File: src/rtl/mem_arbiter.sv
// Serialises the openmips fetch (rom_*) and data (ram_*) ports onto one req/ack memory.
// The data port wins; the core is stalled until every latched access has completed or timed out.
module mem_arbiter #(
    parameter int ADDR_W  = 32,
    parameter int DATA_W  = 32,
    parameter int TIMEOUT = 255
) (
    input  logic              clk,
    input  logic              rst,
    input  logic              rom_ce_i,
    input  logic [ADDR_W-1:0] rom_addr_i,
    output logic [DATA_W-1:0] rom_data_o,
    input  logic              ram_ce_i,
    input  logic              ram_we_i,
    input  logic [ADDR_W-1:0] ram_addr_i,
    input  logic [3:0]        ram_sel_i,
    input  logic [DATA_W-1:0] ram_data_i,
    output logic [DATA_W-1:0] ram_data_o,
    output logic              stallreq_o,
    output logic              err_o,
    output logic              mem_req_o,
    output logic              mem_we_o,
    output logic [ADDR_W-1:0] mem_addr_o,
    output logic [3:0]        mem_sel_o,
    output logic [DATA_W-1:0] mem_wdata_o,
    input  logic [DATA_W-1:0] mem_rdata_i,
    input  logic              mem_ack_i
);

    typedef enum logic [1:0] {
        IDLE,
        D_ACC,
        I_ACC,
        RELEASE
    } state_t;

    localparam logic [7:0] TO_LAST = 8'(TIMEOUT - 1);

    state_t              state;
    state_t              state_next;
    logic                d_pend;
    logic                i_pend;
    logic [ADDR_W-1:0]   i_addr;
    logic [7:0]          cnt;
    logic                active;
    logic                ack_hit;
    logic                to_hit;
    logic                done;
    logic [DATA_W-1:0]   capture;

    // Access completion decode; an ack coinciding with the last counter value wins over timeout.
    always_comb begin
        active  = mem_req_o && ((state == D_ACC && d_pend) || (state == I_ACC && i_pend));
        ack_hit = active && mem_ack_i;
        to_hit  = active && !mem_ack_i && (cnt == TO_LAST);
        done    = ack_hit || to_hit;
        capture = to_hit ? '0 : mem_rdata_i;
    end

    always_comb begin
        state_next = state;
        case (state)
            IDLE: begin
                if (ram_ce_i)
                    state_next = D_ACC;
                else if (rom_ce_i)
                    state_next = I_ACC;
            end
            D_ACC: begin
                if (done)
                    state_next = i_pend ? I_ACC : RELEASE;
            end
            I_ACC: begin
                if (done)
                    state_next = RELEASE;
            end
            RELEASE: state_next = IDLE;
            default: state_next = IDLE;
        endcase
    end

    always_ff @(posedge clk) begin
        if (!rst)
            state <= IDLE;
        else
            state <= state_next;
    end

    always_ff @(posedge clk) begin
        if (!rst) begin
            rom_data_o  <= '0;
            ram_data_o  <= '0;
            stallreq_o  <= 1'b0;
            err_o       <= 1'b0;
            mem_req_o   <= 1'b0;
            mem_we_o    <= 1'b0;
            mem_addr_o  <= '0;
            mem_sel_o   <= '0;
            mem_wdata_o <= '0;
            d_pend      <= 1'b0;
            i_pend      <= 1'b0;
            i_addr      <= '0;
            cnt         <= '0;
        end else begin
            err_o <= 1'b0;
            case (state)
                IDLE: begin
                    if (ram_ce_i || rom_ce_i) begin
                        d_pend     <= ram_ce_i;
                        i_pend     <= rom_ce_i;
                        i_addr     <= rom_addr_i;
                        stallreq_o <= 1'b1;
                        mem_req_o  <= 1'b1;
                        cnt        <= '0;
                        if (ram_ce_i) begin
                            mem_we_o    <= ram_we_i;
                            mem_addr_o  <= ram_addr_i;
                            mem_sel_o   <= ram_sel_i;
                            mem_wdata_o <= ram_data_i;
                        end else begin
                            mem_we_o    <= 1'b0;
                            mem_addr_o  <= rom_addr_i;
                            mem_sel_o   <= '1;
                            mem_wdata_o <= '0;
                        end
                    end
                end
                D_ACC: begin
                    if (done) begin
                        mem_req_o  <= 1'b0;
                        mem_we_o   <= 1'b0;
                        d_pend     <= 1'b0;
                        err_o      <= to_hit;
                        stallreq_o <= i_pend;
                        if (!mem_we_o)
                            ram_data_o <= capture;
                    end else begin
                        cnt <= cnt + 8'd1;
                    end
                end
                I_ACC: begin
                    // mem_req_o low here only in the turnaround cycle after a data access.
                    if (!mem_req_o) begin
                        mem_req_o   <= 1'b1;
                        mem_we_o    <= 1'b0;
                        mem_addr_o  <= i_addr;
                        mem_sel_o   <= '1;
                        mem_wdata_o <= '0;
                        cnt         <= '0;
                    end else if (done) begin
                        mem_req_o  <= 1'b0;
                        rom_data_o <= capture;
                        i_pend     <= 1'b0;
                        err_o      <= to_hit;
                        stallreq_o <= 1'b0;
                    end else begin
                        cnt <= cnt + 8'd1;
                    end
                end
                RELEASE: stallreq_o <= 1'b0;
                default: stallreq_o <= 1'b0;
            endcase
        end
    end

endmodule

File: config.mk
export PLATFORM = sky130hd
export DESIGN_NAME = mem_arbiter
export DESIGN_NICKNAME = d
export VERILOG_FILES = /design/src/rtl/mem_arbiter.sv
export SDC_FILE = /design/constraint.sdc
export NUM_CORES = 1
export LEC_CHECK = 0
export BUFFER_PORTS_ARGS = -buffer_cell sky130_fd_sc_hd__buf_4
export CAP_MARGIN = 10
export CORE_ASPECT_RATIO = 0.6
export CORE_MARGIN = 3
export CORE_UTILIZATION = 49
export CTS_CLUSTER_DIAMETER = 150
export DETAILED_ROUTE_END_ITERATION = 16
export GPL_TIMING_DRIVEN = 0
export MAX_ROUTING_LAYER = met4
export PLACE_DENSITY = 0.79
export SLEW_MARGIN = 20
export SYNTH_ARGS = -nofsm -noshare
export SYNTH_HDL_FRONTEND = slang
export SYNTH_SLANG_ARGS = --single-unit
File: constraint.sdc
create_clock -name clk -period 2.6 [get_ports clk]
set_clock_uncertainty 0.05 [all_clocks]
set_input_delay 0.39 -clock clk [delete_from_list [all_inputs] [get_ports clk]]
set_output_delay 0.39 -clock clk [all_outputs]
set_load 0.01 [all_outputs]
# Yosys cells after proc, flatten, opt, wreduce, memory -nomap -nowiden
# Cells that the tools add are included.
[classes]
mux = 42
n_eq_ne = 10
add_sub_neg = 1
bitwise = 1
reduce_logical = 25
[op_table]
columns = ["op", "n"]
rows = [
  ["2-to-1 mux 32 bit", 7],
  ["case mux 32 bit (2 select lines)", 2],
  ["2-to-1 mux 8 bit", 3],
  ["case mux 8 bit (3 select lines)", 1],
  ["AND reduction 3 bit", 6],
  ["2-to-1 mux 1 bit", 14],
  ["2-to-1 mux 4 bit", 3],
  ["AND reduction 4 bit", 3],
  ["inequality test 2 bit, second input constant", 5],
  ["adder 8 x 1 -> 8 bit, second input constant", 1],
  ["equality test 8 bit, second input constant", 1],
  ["2-to-1 mux 2 bit", 4],
  ["case mux 2 bit (4 select lines)", 1],
  ["case mux 4 bit (2 select lines)", 1],
  ["logical AND 1 bit", 6],
  ["case mux 1 bit (2 select lines)", 3],
  ["case mux 1 bit (3 select lines)", 2],
  ["equality test 2 bit, second input constant", 2],
  ["case mux 1 bit (4 select lines)", 1],
  ["AND reduction 2 bit", 2],
  ["nonzero test 2 bit", 2],
  ["logical OR 1 bit", 3],
  ["inequality test 3 bit, second input constant", 1],
  ["nonzero test 3 bit", 1],
  ["4 further kinds", 4],
]
[word_totals]
register_bits = 180
word_cells = 93
output_inout_bits = 136

# Depth between registers and ports, before layout
# Gate-level depths: netlist of run 1.
[logic_depth]
ltp_word = 10
mapped_depth = 10

# Least setup slack after synthesis of run 1
# OpenSTA, ideal clock, no wires.
[synth_timing]
path_kind = "flip-flop to flip-flop"
start = "reg state[0]"
end = "reg cnt[4]"
path_stages_with_launch = 9
arrival_time_ns = 1.801
t_required_ns = 2.478
slack_ns = 0.677
setup_ns = 0.072
path_cell_list = "dfxtp_1 -> inv_1 -> ha_1 -> a22o_1 -> nand2_1 -> buf_2 -> o21ai_0 -> or3_1 -> a21oi_1"
[synth_via]
elab_chain_cells = 10
elab_cells_between_ends = 17
[synth_rtl]
columns = ["item", "line", "source"]
rows = [
  ["start: declaration", "39", "state_t state;"],
  ["start signal: assignment", "86", "state <= state_next;"],
  ["equality test 2 x 1 -> 1 bit / equality test 2 bit (equally long branches)", "53, 106", ""],
  ["logical AND 1 bit", "53", "active = mem_req_o && ((state == D_ACC && d_pend) || (state == I_ACC && i_pend));"],
  ["logical OR 1 bit", "53", ""],
  ["logical AND 1 bit", "53", ""],
  ["logical AND 1 bit (2 in series)", "55", "to_hit = active && !mem_ack_i && (cnt == TO_LAST);"],
  ["logical OR 1 bit", "56", "done = ack_hit || to_hit;"],
  ["2-to-1 mux 8 bit (2 in series)", "n/a", ""],
  ["case mux 8 bit (3 select lines)", "106", "case (state)"],
  ["end signal: assignment", "138", "cnt <= cnt + 8'd1;"],
  ["end signal: assignment", "157", "cnt <= cnt + 8'd1;"],
  ["end: declaration", "44", "logic [7:0] cnt;"],
]
# Several ways; a longest one is shown, not always the timed one.
# A chain may end at the register's enable or synchronous reset.

# Final worst setup path of run 1
[layout_timing]
start = "reg state[1]"
end = "reg ram_data_o[16]"
[layout_via]
elab_chain_cells = 8
elab_cells_between_ends = 12
[layout_rtl]
columns = ["item", "line", "source"]
rows = [
  ["equality test 2 x 1 -> 1 bit / equality test 2 bit (equally long branches)", "53, 106", ""],
  ["logical AND 1 bit", "53", ""],
  ["logical OR 1 bit", "53", ""],
  ["logical AND 1 bit", "53", ""],
  ["logical AND 1 bit (2 in series)", "55", ""],
  ["logical OR 1 bit", "56", ""],
  ["AND reduction 3 bit (no source line)", "n/a", ""],
  ["end signal: assignment", "136", "ram_data_o <= capture;"],
  ["end: declaration", "18", "output logic [DATA_W-1:0] ram_data_o,"],
]
# Several ways; a longest one is shown, not always the timed one.

==> results.md, run 1 <==
Status:
- The run finished with clean final reports.

STA:
- The slew at the pin with the worst max-slew slack is 0.698 ns.
- Measured against its own limit, the worst slew margin works out to 53.5%.
- The final setup violation count is 0.
- The smallest hold slack is 0.133 ns.
- Timing would allow up to 0.417 GHz.
- The worst path uses 92.2% of the clock period.
- The count of endpoints failing hold in the final timing report came to 0.
- The final count of pins violating max slew is 0.
- The minimum clock period after layout is 2.40 ns.
- Setup repair after global routing left no endpoint under its margin.

Route:
- The detailed-route via count is 7891.
- For this run, design rule violations remaining after detail routing come to 0.
- The first routing iteration left 564 violations.
- The routed design has 24.1 mm of wire.
- The detail route stage leaves a number of antenna-violating nets equal to 0.
- The via-per-instance ratio is 5.45.
- The first-pass detailed-route iteration total is 5.
- The per-cell routed wire length is 16.6 um.

Placement:
- Once detailed placement completed, the half-perimeter wirelength came to 18.0 mm.
- The total cell area at the placement stage is 9690 um2.
- At the end of routability-driven placement, the weighted congestion stood at 0.852.
- Input and output buffers added on the ports amount to 272.
- The cell total after placement is 1414.

Layout:
- The utilization after layout is 70.3%.
- The cell area after layout is 10300 um2.
- In the final design database the tool counted 1381 nets.
- The area growth from synthesis to layout is 39.0%.
- The post-route netlist has 27.6% of its cells at a drive strength greater than 1.
- The final instance count without filler cells is 1447.
- The number of antenna diodes in the final layout is 0.

Run:
- The tool flagged a number of max-cap violations equal to 0.

Floorplan:
- The floorplan has 34 rows.
- The starting density of the core is 50.6%.
- The area of the core is 14600 um2.
- The die boundary width is 165 um.
- From bottom edge to top edge, the die measures 101 um.
- The area enclosed by the die boundary is 16700 um2.
- 274 I/O pins were placed.

Yosys:
- The number of enable flip-flop cells after synthesis is 0.
- In the synthesized netlist the dominant register cell turns out to be dfxtp_1.
- The number of nets handed over by synthesis was 1089.
- A synthesized cell averages 7.84 um2.
- The synthesized design contains 180 register bits.
- Counting every instance in the synthesized netlist gives 944.
- Yosys mapped the design onto 46 distinct sky130hd cell types.
- For this run, asynchronously set or reset flops after synthesis account for 0%.
- For this run, the register share of the synthesized area comes to 48.7%.
- The number of warnings issued by yosys is 0.
- The total standard cell area after synthesis is 7400 um2.

Worst setup path:
- The gate family responsible for the most delay along the worst path is buffers and inverters.
- The largest fanout of any net on the critical path is 10.
- The dominant cell type by count on the critical path is clkbuf_1.
- For this run, the slowest stage of the critical path takes 0.57 ns.
- For the worst setup path, the data arrival time is 2.64 ns.
- The critical path goes through inv_1 > ha_1 > clkbuf_1 > nor4b_4 > clkbuf_1 > o21ai_0.
- The required arrival time at the worst endpoint is 2.84 ns.
- The type of element launching the critical path is a flip-flop.
- The worst setup path is captured at a flip-flop.
- The slowest stage of the critical path is the nor4b_4 cell.
- By startpoint and endpoint, the worst setup path is classified as flip-flop to flip-flop.
- The buffer and inverter count on the worst path is 3.

Power and ir drop:
- Power spread over the standard cell area amounts to 895 nW/um2.
- The reported leakage power is 4.39 nW.
- The design draws 9.21 mW.
- The maximum vdd drop is 0.000602 V.

Global routing:
- The largest net degree at the start of global routing is 19.
- Summed over all layers, the global routing overflow is 0.
- For this run, the total global-route usage over all layers was measured as 28.8%.
- The initial antenna violation count is 0.
- The first global-routing pass estimated 37.0 mm of wire.
- The via count of the first global-routing pass is 7069.

Clock network:
- After clock tree synthesis, the clock-pin slew on the worst setup and hold paths is 0.08 ns.
- In this run, CTS created clock tree buffers numbering 17.
- The tree is rooted in a clkbuf_16.
- Clock latency on the worst-skew pair, taken at its later pin, is 0.43 ns.
- For this design, the sink count on the clock tree is 180.
- In this run the number of H-tree levels came out at 4.
- TritonCTS built the clock tree.
- The number of buffers on the longest clock path is 2.
- The number of hold buffers added after cts is 0.

Worst hold path:
- The type of the tightest min-delay check is primary input to flip-flop.
==> repair_timing <==
| item | 4_1_cts | 5_1_grt |
|---|---|---|
| endpoints found under the hold margin | 0 | 0 |
| gates resized for setup | 1 | 13 |
| buffers inserted | 0 | 1 |
| endpoints found under the setup margin | 8 | 66 |
==> layout by cell type, fill, tap and decap left out, types with 6 or more instances in the layout <==
| cell | Yosys | routed |
|---|---|---|
| buf_1 | 6 | 6 |
| nand2_1 | 263 | 263 |
| clkbuf_1 | 49 | 42 |
| mux2i_1 | 32 | 32 |
| clkbuf_16 | 0 | 17 |
| inv_1 | 10 | 10 |
| o21ai_0 | 92 | 92 |
| buf_2 | 16 | 16 |
| nand3_1 | 99 | 99 |
| clkbuf_2 | 2 | 9 |
| o21ai_1 | 10 | 10 |
| ha_1 | 7 | 7 |
| o211ai_1 | 6 | 6 |
| buf_4 | 3 | 276 |
| nor2_1 | 16 | 16 |
| inv_6 | 0 | 6 |
| a21oi_1 | 103 | 103 |
| dfxtp_1 | 180 | 180 |
==> cells in the mapped netlist, types with 2 or more instances <==
master | n | area [um2]
o21ai_0 | 92 | 460
o2111ai_1 | 2 | 17.5
nor3_1 | 3 | 15.0
a21oi_2 | 2 | 17.5
ha_1 | 7 | 87.6
a311oi_1 | 5 | 43.8
dfxtp_1 | 180 | 3600
clkbuf_1 | 49 | 184
buf_2 | 16 | 80.1
a21oi_1 | 103 | 515
nand2_1 | 263 | 987
nor2_1 | 16 | 60.1
o211ai_1 | 6 | 45.0
nand3_1 | 99 | 495
nand2b_1 | 2 | 12.5
o21ai_1 | 10 | 50.1
and2_1 | 2 | 12.5
buf_1 | 6 | 22.5
clkbuf_2 | 2 | 10.0
inv_1 | 10 | 37.5
o31ai_1 | 2 | 15.0
or3_1 | 3 | 18.8
buf_4 | 3 | 22.5
or2_2 | 2 | 12.5
mux2i_1 | 32 | 320
xor2_1 | 5 | 43.8
o21a_1 | 3 | 22.5
==> layer usage <==
layer,GRT usage [%],vias to the layer above,wire (um)
met2,40.7,335,10300
met5,-,-,0
met1,40.9,3726,11200
met3,6.54,43,2020
met4,8.76,0,565
li1,-,3787,-
==> path summary, 6_finish.rpt <==
kind	start	end	slack (ns)	cells after the start
max	state[1]$_SDFFE_PN0P_	ram_data_o[16]$_SDFFE_PN0P_	0.20	6
min	mem_rdata_i[0]	rom_data_o[0]$_SDFFE_PN0P_	0.13	3
max reg2reg	state[1]$_SDFFE_PN0P_	ram_data_o[16]$_SDFFE_PN0P_	0.20	6
min reg2reg	mem_wdata_o[19]$_SDFFE_PN0P_	mem_wdata_o[19]$_SDFFE_PN0P_	0.40	2
==> power breakdown <==
part,switching [mW],internal [mW]
Combinational,1.85,1.22
Sequential,0.322,3.31
Clock,1.21,1.30
Total,3.39,5.82
==> worst min-delay path: cells and delay by family <==
kind / cells / cell delay, ns
AND/OR/NAND/NOR: 1 / 0.05
AO/OA/AOI/OAI: 1 / 0.06
buffers and inverters: 1 / 0.09
==> registers in the layout, indices dropped and copies added, names as in the netlist, 2 cells and up <==
signal and flops:
cnt 8, i_addr 32, mem_addr_o 32, mem_sel_o 4, mem_wdata_o 32, ram_data_o 32
rom_data_o 32, state 2
==> cell families after synthesis <==
family	Yosys count	synth area share, %
AOI/OAI and AO/OA	231	16.7
xor gates and xnor gates	6	0.710
muxes	32	4.33
and+or+nand+nor	400	23.3
buffers and inverters	88	5.02
DFF	180	48.7
adders and majority gates	7	1.18
==> layout make-up <==
| cell class | instances | area (um2) |
|---|---|---|
| Sequential cell | 180 | 3600 |
| Inverter | 11 | 41.3 |
| Timing Repair Buffer | 273 | 2050 |
| Clock buffer | 18 | 439 |
| Multi-Input combinational cell | 676 | 3430 |
| Buffer | 77 | 339 |
| Clock inverter | 14 | 134 |
| Fill cell | 1234 | 4350 |
| Tap cell | 198 | 248 |
==> through the flow <==
step | TNS (ns) | setup WS, ns
floorplan | 0 | 0.677
global placement | 0 | 0.0432
detailed placement | -0.0714 | -0.0220
finish | 0 | 0.203
global route | 0 | 0.0307
CTS | 0 | 0.0347
No activity file was read; power rests on OpenSTA's default activity.
==> run 2: changes to the inputs <==
- CTS_CLUSTER_DIAMETER: 150 -> not set
- PLACE_DENSITY: 0.79 -> 0.8
==> results.md, run 2 (synthesized netlist as in run 1, its figures left out) <==
Status:
- The run finished with clean final reports.

STA:
- The final count of pins violating max slew is 0.
- Setup violations remaining at the end of the flow were counted as 0.
- The achievable clock frequency is 0.411 GHz.
- For the finished layout, the period the worst path requires is 2.43 ns.
- The count of endpoints failing hold in the final timing report is 0.
- For the pin with the worst max-slew slack, the measured transition is 0.711 ns.
- Of the available clock period, the critical path in the final layout requires 93.6%.
- Headroom to the max-slew limit came out at 52.5%.

Global routing:
- The first global-routing pass estimated 37.7 mm of wire.
- The leftover overflow at the end of global routing is 0.
- The initial antenna violation count is 1.
- The global-route total usage across every layer is 29.4%.
- The via count of the first global-routing pass is 7135.
- The largest net degree at the start of global routing is 18.

Placement:
- The detailed-placement wirelength estimate is 18.7 mm.
- The cell total after placement is 1414.
- The total cell area at the placement stage is 9690 um2.
- The number of buffers added on ports is 272.
- At the end of routability-driven placement, the weighted congestion stood at 0.892.

Layout:
- Leaving out fill and tap cells, the most frequent cells in the layout are buf_4 (275), nand2_1 (263), dfxtp_1 (180).
- The footprint of the multi-input gates is 3430 um2.
- The area taken by flip-flops and latches is 3600 um2.
- The number of nets in the final layout is 1381.
- The area growth from synthesis to layout is 39.3%.
- The count of fill cells added during filler insertion is 1216.
- The library cell used most frequently in the layout, excluding fill and tap cells, is buf_4.
- The cell area after layout is 10300 um2.
- In the final layout, the share of cells above drive strength 1 is 27.5%.
- The final instance count without filler cells is 1446.
- The antenna diode count is 0.

Floorplan:
- The area of the core is 14600 um2.
- During I/O placement, the number of pins put on the boundary was 274.
- In this run the core area contains 34 standard-cell rows.
- The starting density of the core is 50.6%.
- From bottom edge to top edge, the die measures 101 um.
- The area enclosed by the die boundary is 16700 um2.
- Measured along the x axis, the die boundary spans 165 um.

Route:
- The detail route stage leaves a number of antenna-violating nets equal to 0.
- The via-per-instance ratio is 5.48.
- The total wire length is 24.5 mm.
- The detailed router finished its first iteration with 744 violations.
- The first-pass detailed-route iteration total is 8.
- The remaining routing DRC violations is 0.
- The detailed router placed 7921 vias in this run.
- The per-cell routed wire length is 17.0 um.

Worst setup path:
- The critical path contains buffers and inverters numbering 4 combined.
- The gate family responsible for the most delay along the worst path is buffers and inverters.
- The depth of the worst register-to-register path is 9.
- The type of element launching the critical path is a flip-flop.
- The largest fanout of any net on the critical path is 10.
- The worst setup path is of the flip-flop to flip-flop kind.
- The largest stage delay on the critical path is 0.45 ns.
- The dominant cell type by count on the critical path is clkbuf_1.
- The setup slack of the worst register-to-register path is 0.17 ns.
- The number of cells on the critical path is 9.
- The signal on the critical path passes through inv_1 > ha_1 > clkbuf_1 > clkbuf_1 > clkbuf_1 > nand2_1 > o21ai_0 > nand2_1 > a21oi_1.
- The largest individual stage delay along the critical path comes from the cell clkbuf_1.
- Data on the critical path is required at its endpoint by 2.90 ns.
- The arrival time at the worst endpoint is 2.73 ns.
- The worst setup path is captured at a flip-flop.

Power and ir drop:
- Summing internal, switching and leakage power gives 9.25 mW.
- Combinational logic burns 33.2% of the power.
- The net switching share of the total power is 36.2%.
- The power per cell area is 898 nW/um2.
- The share of total power dissipated in sequential elements is 39.1%.
- The portion of total power attributed to the clock network is 27.7%.
- The internal power of the cells is 5.90 mW.
- The net switching power of the design is 3.35 mW.
- In this run the static leakage power is 4.37 nW.
- The maximum vdd drop is 0.000460 V.

Worst hold path:
- The worst hold path passes through 3 cells.
- The min-delay analysis places its worst path in the category primary input to flip-flop.

Clock network:
- TritonCTS built the clock tree.
- CTS saw 180 sinks.
- The TritonCTS buffer count is 17.
- The CTS clock-pin slew for the worst setup and hold paths is 0.07 ns.
- The clock latency on the worst-skew pair is 0.42 ns.
- CTS built an H-tree with a depth of 4.
- The number of buffers on the longest clock path is 2.
- The number of hold buffers added after CTS was 0.
- The root buffer cell chosen for the clock tree is clkbuf_16.

Run:
- The count of maximum capacitance violations is 0.
-- run 2: cell types whose count changed in the layout (fill, tap and decap cells not counted), sizes merged --
cell and change:
inv -2, bufinv +1, clkinvlp +4, clkinv -4
-- run 2: timing repair --
action	in CTS	in global routing
gates resized for setup	0	13
setup endpoints to repair	0	71
setup buffers	0	1
-- run 2: final timing paths --
check                                      to                         from
setup / recovery  mem_addr_o[14]$_SDFFE_PN0P_        state[0]$_SDFFE_PN0P_
hold / removal    ram_data_o[20]$_SDFFE_PN0P_              mem_rdata_i[20]
setup reg to reg  mem_addr_o[14]$_SDFFE_PN0P_        state[0]$_SDFFE_PN0P_
hold reg to reg   ram_data_o[30]$_SDFFE_PN0P_  ram_data_o[30]$_SDFFE_PN0P_
-- run 2: metrics by stage --
step	TNS (ns)	util [%]	hold WS, ns	setup slack, ns
floorplan	0	-	0.387	0.677
global placement	0	66.2	0.389	0.163
detailed placement	0	66.2	0.394	0.131
CTS	0	70.2	0.137	0.121
global route	-0.00000311	70.4	0.143	-0.00000311
finish	0	70.4	0.143	0.165
-- run 2: power by group through the flow --
stage               Sequential (mW)  Combinational (mW)  Clock [mW]
floorplan                      3.81                1.48           0
global placement               3.65                2.96           0
detailed placement             3.67                3.01           0
CTS                            3.61                3.03        2.57
global route                   3.68                3.41        2.69
finish                         3.62                3.07        2.56
-- run 2: tightest hold or removal path, stage by stage --
cell and delay (ns):
buf_4 0.08, nand3_1 0.05, o21ai_0 0.06
-- run 2: per-layer routing --
metal	up-vias	track usage (%)	wire length, um
met2	356	40.3	10300
li1	3777	-	-
met3	42	6.54	2300
met4	0	8.83	580
met5	-	-	0
met1	3746	43.0	11400
-- run 2: area by class of cell --
class | instances | area share (%)
Tap cell | 198 | 2.40
Timing Repair Buffer | 273 | 20.0
Buffer | 77 | 3.28
Inverter | 11 | 0.401
Clock buffer | 18 | 4.26
Sequential cell | 180 | 35.0
Clock inverter | 13 | 1.36
Multi-Input combinational cell | 676 | 33.3
==> run 3: changes to the inputs <==
- RECOVER_POWER: not set -> 50
==> results.md, run 3 (synthesized netlist as in run 1, its figures left out) <==
Status:
- The run finished with clean final reports.

Worst hold path:
- The hold-critical path depth is 3.
- The type of the tightest min-delay check is primary input to flip-flop.
- The worst hold path terminates at rom_data_o[29]$_SDFFE_PN0P_.
- The worst min-delay path startpoint is mem_rdata_i[29].

Floorplan:
- The area of the core is 14600 um2.
- The number of top-level pins is 274.
- After floorplanning, the core was divided into 34 placement rows.
- The die is 165 um wide.
- In this run the vertical extent of the chip is 101 um.
- The starting density of the core is 50.6%.
- The area enclosed by the die boundary is 16700 um2.

Worst setup path:
- Data on the critical path arrives at its endpoint at 2.75 ns.
- STA classifies the critical path startpoint as a flip-flop.
- Measured in cells, the most critical reg-to-reg path has a length of 9.
- The endpoint class of the critical path is a flip-flop.
- In this run the critical register-to-register path is captured at mem_addr_o[14]$_SDFFE_PN0P_.
- The dominant cell type by count on the critical path is clkbuf_1.
- At the worst endpoint, the required time is 2.90 ns.
- The worst register-to-register path has a setup slack of 0.15 ns.
- The critical path goes through inv_1 > ha_1 > clkbuf_1 > clkbuf_1 > clkbuf_1 > nand2_1 > o21ai_0 > nand2_1 > a21oi_1.
- The critical path class is flip-flop to flip-flop.
- The largest fanout of any net on the critical path is 10.
- Among all stages on the critical path, the largest delay is contributed by clkbuf_1.
- The launch point of the worst reg-to-reg path is state[0]$_SDFFE_PN0P_.
- The largest stage delay on the critical path is 0.45 ns.

STA:
- The final count of pins violating max slew is 0.
- After layout, the worst path uses 94.1% of the clock period.
- For this run, the top clock speed supported by timing is 0.409 GHz.
- Final hold analysis gives a worst-case slack of 0.143 ns.
- The final setup violation count is 0.
- The slew at the pin with the worst max-slew slack is 0.706 ns.
- Subtracting the final worst setup slack from the clock period gives 2.45 ns.
- In this run the tightest slew margin relative to its limit is 52.8%.
- The count of endpoints failing hold in the final timing report is 0.

Layout:
- The number of nets in the final layout is 1381.
- The antenna diode count is 0.
- The area growth from synthesis to layout is 32.4%.
- The area taken by flip-flops and latches is 3600 um2.
- In the final layout, the share of cells above drive strength 1 is 16.6%.
- The multi-input combinational cells in the finished layout cover a total of 3430 um2.
- Leaving out fill and tap cells, the most frequent cell in the layout is nand2_1.
- After filler insertion, the fill cell instance count of the layout stands at 1370.
- Leaving out filler cells and counting taps, the final layout contains 1446.
- The top cell types in the final layout, fill and taps aside, are nand2_1 (263), dfxtp_1 (180), clkbuf_1 (179).

Placement:
- The routability-driven placement congestion ratio is 0.892.
- The detailed-placement wirelength estimate is 18.7 mm.
- Counting tap cells, the placed design contains a total of 1414 instances.
- The number of buffers added on ports is 272.

Route:
- The antenna violation net count after detailed routing is 0.
- The total wire length is 24.6 mm.
- The detailed router finished its first iteration with 767 violations.
- The detailed-route via count is 7907.
- In the routed design, unresolved DRC markers number 0.
- The first-pass detailed-route iteration total is 8.
- In the routed layout, each cell is associated on average with a via count of 5.47.
- The per-cell routed wire length is 17.0 um.

Clock network:
- The clock tree from TritonCTS is done.
- At the later pin of the worst-skew pair, clock insertion delay measures 0.42 ns.
- After clock tree synthesis, the flow added hold-fix buffers numbering 0.
- The clock passes through at most 2 buffers.
- After clock tree synthesis, the clock-pin slew on the worst setup and hold paths is 0.07 ns.
- The TritonCTS buffer count is 17.
- The H-tree was split into 4 levels.
- CTS saw 180 sinks.
- The cell at the root of the clock tree is clkbuf_16.

Global routing:
- The initial antenna violation count is 1.
- Entering global routing, the biggest net connects 18 pins.
- Global routing finished with a remaining overflow of 0.
- The via count of the first global-routing pass came to 7135.
- The global-route total usage across every layer is 29.4%.
- The first global-routing pass estimated 37.7 mm of wire.

Power and ir drop:
- The maximum vdd drop is 0.000460 V.
- The power per cell area is 911 nW/um2.
- Summed over all cells, the static leakage comes to 3.80 nW.

Run:
- The count of maximum capacitance violations is 0.
-- run 3: through the flow --
step,setup WS [ns],cell area (um2),TNS (ns),power [mW],util (%)
after floorplan,0.677,7400,0,5.29,-
after global placement,0.163,9690,0,6.61,66.2
after detailed placement,0.131,9690,0,6.68,66.2
after CTS,0.121,10300,0,9.21,70.2
after global routing,-0.00000311,9790,-0.00000311,9.46,66.9
final,0.153,9790,0,8.92,66.9
-- run 3: critical path: cells and delay by family (launching register included) --
family	cells	cell delay [ns]
AO/OA/AOI/OAI	2	0.23
flip-flops	1	0.34
adder cells (fa/ha/maj)	1	0.18
AND/OR/NAND/NOR	2	0.21
buffers and inverters	4	1.36
-- run 3: cell type report --
cell class,instances,share of cell area (%)
well taps,198,2.53
plain buffers,77,3.45
clock inverters,13,1.43
repair buffers,273,15.8
flip-flops and latches,180,36.8
inverters,11,0.422
clock buffers,18,4.49
multi-input cells,676,35.0
-- run 3: worst max-delay path by stage --
stage | end | cells past startpoint | start
3_5_place_dp | mem_addr_o[15]$_SDFFE_PN0P_ | 8 | state[0]$_SDFFE_PN0P_
3_3_place_gp | mem_addr_o[15]$_SDFFE_PN0P_ | 8 | state[0]$_SDFFE_PN0P_
6_report | mem_addr_o[14]$_SDFFE_PN0P_ | 9 | state[0]$_SDFFE_PN0P_
2_1_floorplan | cnt[4]$_SDFFE_PN0P_ | 8 | state[0]$_SDFFE_PN0P_
5_1_grt | mem_addr_o[15]$_SDFFE_PN0P_ | 9 | state[0]$_SDFFE_PN0P_
4_1_cts | mem_addr_o[15]$_SDFFE_PN0P_ | 8 | state[0]$_SDFFE_PN0P_
-- run 3: timing repair --
action	in CTS	in global routing
setup buffers	0	1
resized for setup	0	13
endpoints found under the setup margin	0	71
hold endpoints to repair	0	0
-- run 3: per-layer routing --
| layer | up-vias | GRT usage (%) | wire (um) |
|---|---|---|---|
| li1 | 3785 | - | - |
| met1 | 3738 | 43.0 | 11500 |
| met2 | 343 | 40.3 | 10300 |
| met3 | 41 | 6.54 | 2260 |
| met4 | 0 | 8.83 | 548 |
| met5 | - | - | 0 |
-- run 3: power breakdown --
group | total [mW] | internal, mW | switching (mW)
combinational | 2.77 | 0.909 | 1.86
clock | 2.55 | 1.38 | 1.17
sequential | 3.61 | 3.30 | 0.302
total | 8.92 | 5.59 | 3.33
